File: config.mk
export PLATFORM = sky130hd
export DESIGN_NAME = door_motion_conditioner
export DESIGN_NICKNAME = d
export VERILOG_FILES = /design/src/rtl/door_motion_conditioner.sv
export SDC_FILE = /design/constraint.sdc
export NUM_CORES = 1
export LEC_CHECK = 0
export ABC_CLOCK_PERIOD_IN_PS = 2200
export CORE_UTILIZATION = 50
export DETAILED_ROUTE_END_ITERATION = 10
export GPL_TIMING_DRIVEN = 0
export HOLD_SLACK_MARGIN = 0.06
export PLACE_DENSITY_LB_ADDON = 0.25
export SYNTH_ARGS = -nofsm -noshare
export SYNTH_HDL_FRONTEND = slang
export SYNTH_SLANG_ARGS = --single-unit
File: constraint.sdc
create_clock -name clk -period 2.2 [get_ports clk]
set_input_delay 0.33 -clock clk [delete_from_list [all_inputs] [get_ports clk]]
set_output_delay 0.33 -clock clk [all_outputs]
set_load 0.1 [all_outputs]
File: src/rtl/door_motion_conditioner.sv
// Conditions the raw door PIR/motion line into a clean motion level: 2-FF synchroniser,
// debounce before a detection is accepted, and a hold timer that stretches each detection.
module door_motion_conditioner #(
  parameter int DEBOUNCE_CYCLES = 1000,
  parameter int HOLD_CYCLES     = 50000,
  parameter int CNT_W           = 16
) (
  input  logic       clk,
  input  logic       rst,
  input  logic       raw_motion,
  input  logic       enable,
  output logic       motion_detected,
  output logic       motion_event,
  output logic [1:0] state_dbg
);

  typedef enum logic [1:0] {
    IDLE    = 2'd0,
    CONFIRM = 2'd1,
    ACTIVE  = 2'd2,
    HOLD    = 2'd3
  } state_t;

  localparam logic [CNT_W-1:0] DEBOUNCE_LAST = CNT_W'(DEBOUNCE_CYCLES - 1);
  localparam logic [CNT_W-1:0] HOLD_LAST     = CNT_W'(HOLD_CYCLES - 1);

  state_t           state;
  logic [CNT_W-1:0] cnt;
  logic             sync1;
  logic             sync2;

  // The synchroniser keeps running while disabled so sync2 is already valid on re-enable.
  // NOTE: non-blocking assignments make sync1->sync2 a true two-stage shift; blocking
  // ones would collapse the chain into a single flop.
  always_ff @(posedge clk or posedge rst) begin
    if (rst) begin
      sync1 <= 1'b0;
      sync2 <= 1'b0;
    end else begin
      sync1 <= raw_motion;
      sync2 <= sync1;
    end
  end

  always_ff @(posedge clk or posedge rst) begin
    if (rst) begin
      state           <= IDLE;
      cnt             <= '0;
      motion_detected <= 1'b0;
      motion_event    <= 1'b0;
    end else if (!enable) begin
      // Disabled means no motion, so the lock fails safe.
      state           <= IDLE;
      cnt             <= '0;
      motion_detected <= 1'b0;
      motion_event    <= 1'b0;
    end else begin
      motion_event <= 1'b0;
      case (state)
        IDLE: begin
          motion_detected <= 1'b0;
          if (sync2) begin
            state <= CONFIRM;
            cnt   <= '0;
          end
        end
        CONFIRM: begin
          motion_detected <= 1'b0;
          if (!sync2) begin
            state <= IDLE;
            cnt   <= '0;
          end else if (cnt == DEBOUNCE_LAST) begin
            state           <= ACTIVE;
            motion_detected <= 1'b1;
            motion_event    <= 1'b1;
          end else begin
            cnt <= cnt + 1'b1;
          end
        end
        ACTIVE: begin
          motion_detected <= 1'b1;
          if (!sync2) begin
            state <= HOLD;
            cnt   <= '0;
          end
        end
        HOLD: begin
          // Retrigger during hold goes straight back to ACTIVE without a new event.
          if (sync2) begin
            state           <= ACTIVE;
            cnt             <= '0;
            motion_detected <= 1'b1;
          end else if (cnt == HOLD_LAST) begin
            state           <= IDLE;
            motion_detected <= 1'b0;
          end else begin
            cnt             <= cnt + 1'b1;
            motion_detected <= 1'b1;
          end
        end
        default: begin
          state           <= IDLE;
          cnt             <= '0;
          motion_detected <= 1'b0;
        end
      endcase
    end
  end

  assign state_dbg = state;

endmodule

-- Word level (Yosys, flattened, before mapping)
Cells that the tools add are included.
- bits in registers: 22
- input bits: 4
- logic and storage cells: 45
- $add $sub $neg: 1
- equality and inequality tests: 11
- muxes and demuxes: 24
- reductions and logical operators: 3
- operators by type and width (kind ; number):
    $mux W16 ; 7
    $pmux W16 S4 ; 1
    $add A16 B1 Y16 const B ; 1
    $eq A16 B10 Y1 const B ; 1
    $eq A16 B16 Y1 const B ; 1
    $ne A4 B4 Y1 const B ; 4
    $mux W2 ; 7
    $pmux W2 S4 ; 1
    $reduce_and A4 Y1 ; 2
    $mux W1 ; 7
    $ne A3 B3 Y1 const B ; 2
    $eq A2 B2 Y1 const B ; 2
    $pmux W1 S4 ; 1
    $eq A2 B1 Y1 const B ; 1
    $logic_not A2 Y1 ; 1

-- Logic depth before layout (Yosys ltp)
- depth in word-level cells: 5
- mapped depth: 7
- gate-level depth less buffers: 6

-- Worst setup path after synthesis
Ideal clock, no wire load.
- path kind: register -> register
- start: register state[1], in the netlist state_dbg[1]
- end: register cnt[9]
- arrival: 2.050 ns
- setup slack: 0.046 ns
- cell stages (with the launch flop): 6
- path through: dfrtp_1 xor2_2 o32ai_2 or2_1 buf_6 o41ai_2
- longest elaborated chain between the ends: 3
- elaborated cells between the ends (all ways): 11
- those cells by class: eq/ne: 7; mux: 2; reduce/logical: 2
- RTL lines (item ; line ; RTL):
    start, declared ; 27 ; state_t state;
    start signal, assigned ; 47 ; state <= IDLE;
    start signal, assigned ; 53 ; state <= IDLE;
    start signal, assigned ; 63 ; state <= CONFIRM;
    $eq A2 B1 Y1 (tied with other cells) ; 59 ; case (state)
    $ne A4 B4 Y1 (no source line) (tied with other cells) ; n/a ;
    $reduce_and A4 Y1 (no source line) / $mux W16 (equally long branches) ; n/a ;
    end signal, assigned ; 77 ; cnt <= cnt + 1'b1;
    end signal, assigned ; 97 ; cnt <= cnt + 1'b1;
    end, declared ; 28 ; logic [CNT_W-1:0] cnt;
Several ways; a longest one is shown, not always the timed one.
A chain may end at the register's enable or synchronous reset.

-- Final worst setup path
- start: register motion_event
- end: output port motion_event
- RTL lines (item ; line ; RTL):
    start, declared ; 13 ; output logic motion_event,
    start signal, assigned ; 50 ; motion_event <= 1'b0;
    start signal, assigned ; 56 ; motion_event <= 1'b0;
    start signal, assigned ; 58 ; motion_event <= 1'b0;
No word-level cell between the ends.

==> key figures <==
Layout
  – Synth-to-Final Area Change: 11.3%
  – Final Cell Area: roughly 1400 um2
  – Layout cells sized above 1: 11.5%
  – Final cell count without fillers: ~170
  – Number of fill cells: 200
  – ANT cells: 0
  – Layout Nets: 146

Drt
  – Detailed Route WL: 2.57 mm
  – Initial drt markers: 37
  – Via count: 1,029
  – ANT nets after route: 0
  – TritonRoute pass-1 iters: 4
  – Wire length per cell: 15.4 um
  – # DRC: 0
  – Vias per cell: slightly above 6

Pwr
  – Pleak: 0.579 nW
  – Power density cells: 476 nW/um2
  – Net Sw Frac: 24.5%
  – Int Pwr: 0.488 mW
  – Clk network pwr share: around 28%
  – Comb pwr share: 8.0%
  – Max VDD drop: 0.333 mV
  – Psw: 0.158 mW
  – Sequential power share: 63.8%
  – Tot Pwr: 0.646 mW

Die
  – Num ports: 8
  – Die height: slightly above 50 um
  – Die width: 51.4 um
  – Die area: approximately 2600 um2
  – Initial Util: 54.2%
  – Row Count: 17
  – Core area: 2250 um2

Global routing
  – Tot GR Track Use: 22.9%
  – First-pass GRT wire length: 4.44 mm
  – Number of global-route vias before repair: ~970
  – Initial antenna violation count: 0
  – Largest net degree at the start of global routing: 23
  – GR Overflow Total: 0

Setup path
  – CP Launch Type: flop
  – Crit path arrival time: roughly 1.8 ns
  – Worst Setup End Kind: primary output
  – CP Data Required Time: 1.87 ns
  – Critical path type: reg -> out
  – CP delay by family, top: buffers and inverters
  – Critical-path top delay cell: clkdlybuf4s50_1
  – Max incr delay on CP: ~1.1 ns
  – WP buf/inv: 1
  – Crit-path max FO: 1
  – CP Cell Sequence: clkdlybuf4s50_1

STA
  – Minimum clock period: 2.10 ns
  – F_max: 476 MHz
  – Max-slew violation count: 0
  – Sum Neg Setup Slack: 0 ns
  – Rel. slew slack: 35.4%
  – Hold Vio Cnt, Final: 0
  – Worst hold slack: 0.378 ns
  – RSZ-0062 raised after global routing: false
  – Period utilization: 95.4%
  – Transition time at the pin with the least slew margin: 0.966 ns
  – Final Setup Violations: 0
  – Fin Clk Skew: 0.00797 ns

Logic synthesis
  – FF+latch count, synth: 22
  – Cells after Synth: 129
  – Post-Syn Nets: 134
  – Post-Syn Area per Cell: around 9.5 um2
  – Yosys warns: 0
  – Synth cell types: 36
  – Synthesized cell area: 1220 um2
  – Post-synthesis sequential area ratio: 45.1%

Clock network
  – CTS buffer count: 3
  – Total clock sinks: 22
  – Post-CTS Setup Bufs: 0
  – Root Buffer: clkbuf_4
  – Worst skew pair latency: 0.31 ns
  – CTS max path bufs: 2
  – CTS tree: done
  – Clock transition at path regs: 0.12 ns
  – Hold-fix buffers, CTS: 0
  – H-Tree Depth: 1

Outcome
  – Status: finished clean

Placement
  – PortBufs: 7
  – Placed cells: 164
  – GPL Wtd Cong: between 0.8 and 0.9
  – Final HPWL DP: between 1.5 and 2 mm
  – Cell Area, Placed: 1330 um2

Min path
  – HP Class: reg -> reg

Run
  – Max cap viols: 0
[flip-flops by register name (all words and copies together), names as in the netlist]
signal,cells
motion_event,1
sync2,1
motion_detected,1
state_dbg,2
cnt,16
sync1,1
[metrics by stage]
step / setup slack (ns) / util, %
after global placement: 0.109 / 58.8
after floorplan: 0.0463 / -
after CTS: 0.0799 / 59.7
after global routing: 0.00732 / 60.3
final: 0.100 / 60.3
after detailed placement: 0.0606 / 58.8
[final cells by class]
| cell class | instances | area, um2 | share of cell area, % |
|---|---|---|---|
| Multi-Input combinational cell | 99 | 642 | 47.2 |
| Buffer | 5 | 28.8 | 2.12 |
| Clock buffer | 3 | 22.5 | 1.66 |
| Tap cell | 28 | 35.0 | 2.58 |
| Timing Repair Buffer | 7 | 67.6 | 4.97 |
| Inverter | 3 | 11.3 | 0.829 |
| Sequential cell | 22 | 552 | 40.6 |
[cell families after synthesis]
group                    share of synthesized area (%)
AND/OR/NAND/NOR                                   24.1
AO/OA/AOI/OAI                                     24.4
flip-flops                                        45.1
buffers and inverters                             3.28
XOR/XNOR                                          1.33
multiplexers                                     0.820
adder cells (fa/ha/maj)                           1.02
[power groups by stage]
| stage | registers (mW) | clock network [mW] | logic (mW) |
|---|---|---|---|
| 2_1_floorplan | 0.426 | 0 | 0.0284 |
| 3_3_place_gp | 0.419 | 0 | 0.0509 |
| 3_5_place_dp | 0.419 | 0 | 0.0519 |
| 4_1_cts | 0.412 | 0.192 | 0.0513 |
| 5_1_grt | 0.413 | 0.200 | 0.0576 |
| 6_report | 0.412 | 0.182 | 0.0518 |
[repair_timing]
action | CTS | global route
setup endpoints to repair | 2 | 10
hold endpoints to repair | 0 | 0
resized for setup | 2 | 2
[cells in the mapped netlist (all sizes together)]
master / count / area share (%)
dfrtp: 22 / 45
o21ai: 17 / 7.0
nor2: 14 / 4.3
nand2: 13 / 4.0
nand3: 7 / 2.9
o41ai: 7 / 8.1
a31oi: 6 / 3.1
a21oi: 4 / 1.6
buf: 4 / 2.0
nand4: 4 / 2.0
and2: 3 / 1.5
and3: 3 / 1.5
inv: 3 / 0.92
nor3: 3 / 1.6
nor4: 2 / 1.5
nor4bb: 2 / 1.6
o31ai: 2 / 1.2
a21o: 1 / 0.61
a41oi: 1 / 0.72
clkbuf: 1 / 0.31
ha: 1 / 1.0
mux2i: 1 / 0.82
nand3b: 1 / 0.61
nand4b: 1 / 0.72
nor2b: 1 / 0.51
nor3b: 1 / 0.61
o22a: 1 / 0.72
o32ai: 1 / 1.3
or2: 1 / 0.51
xor2: 1 / 1.3
[cells in the final DEF, fill, tap and decap left out, types with 2 or more instances in the layout]
cell and n:
inv_1 3, o41ai_1 2, nand4_1 4, buf_2 2, a21oi_1 4, and2_1 3
nand3_1 7, dlygate4sd2_1 2, a31oi_1 6, nand2_1 13, o41ai_2 5, o31ai_1 2
dfrtp_1 21, o21ai_0 16, clkdlybuf4s50_1 5, clkbuf_4 3, and3_1 3, nor2_1 14
nor4bb_1 2, nor3_1 2
[routing by layer]
| metal | track usage [%] | wire length [um] |
|---|---|---|
| met5 | 0 | 0 |
| met4 | 9.46 | 42 |
| met3 | 2.68 | 92 |
| met2 | 36.1 | 1200 |
| met1 | 31.6 | 1240 |
[path summary, 6_finish.rpt]
check | slack [ns] | from | end | depth (start not counted)
hold reg to reg | 0.38 | sync1 | sync2 | 0
setup reg to reg | 0.14 | cnt[0] | cnt[14] | 7
min in group asynchronous | 0.47 | rst | cnt[4] | 2
hold / removal | 0.38 | sync1 | sync2 | 0
max in group asynchronous | 1.18 | rst | cnt[0] | 2
setup / recovery | 0.10 | motion_event | motion_event | 1
(Power assumes the default switching activity.)
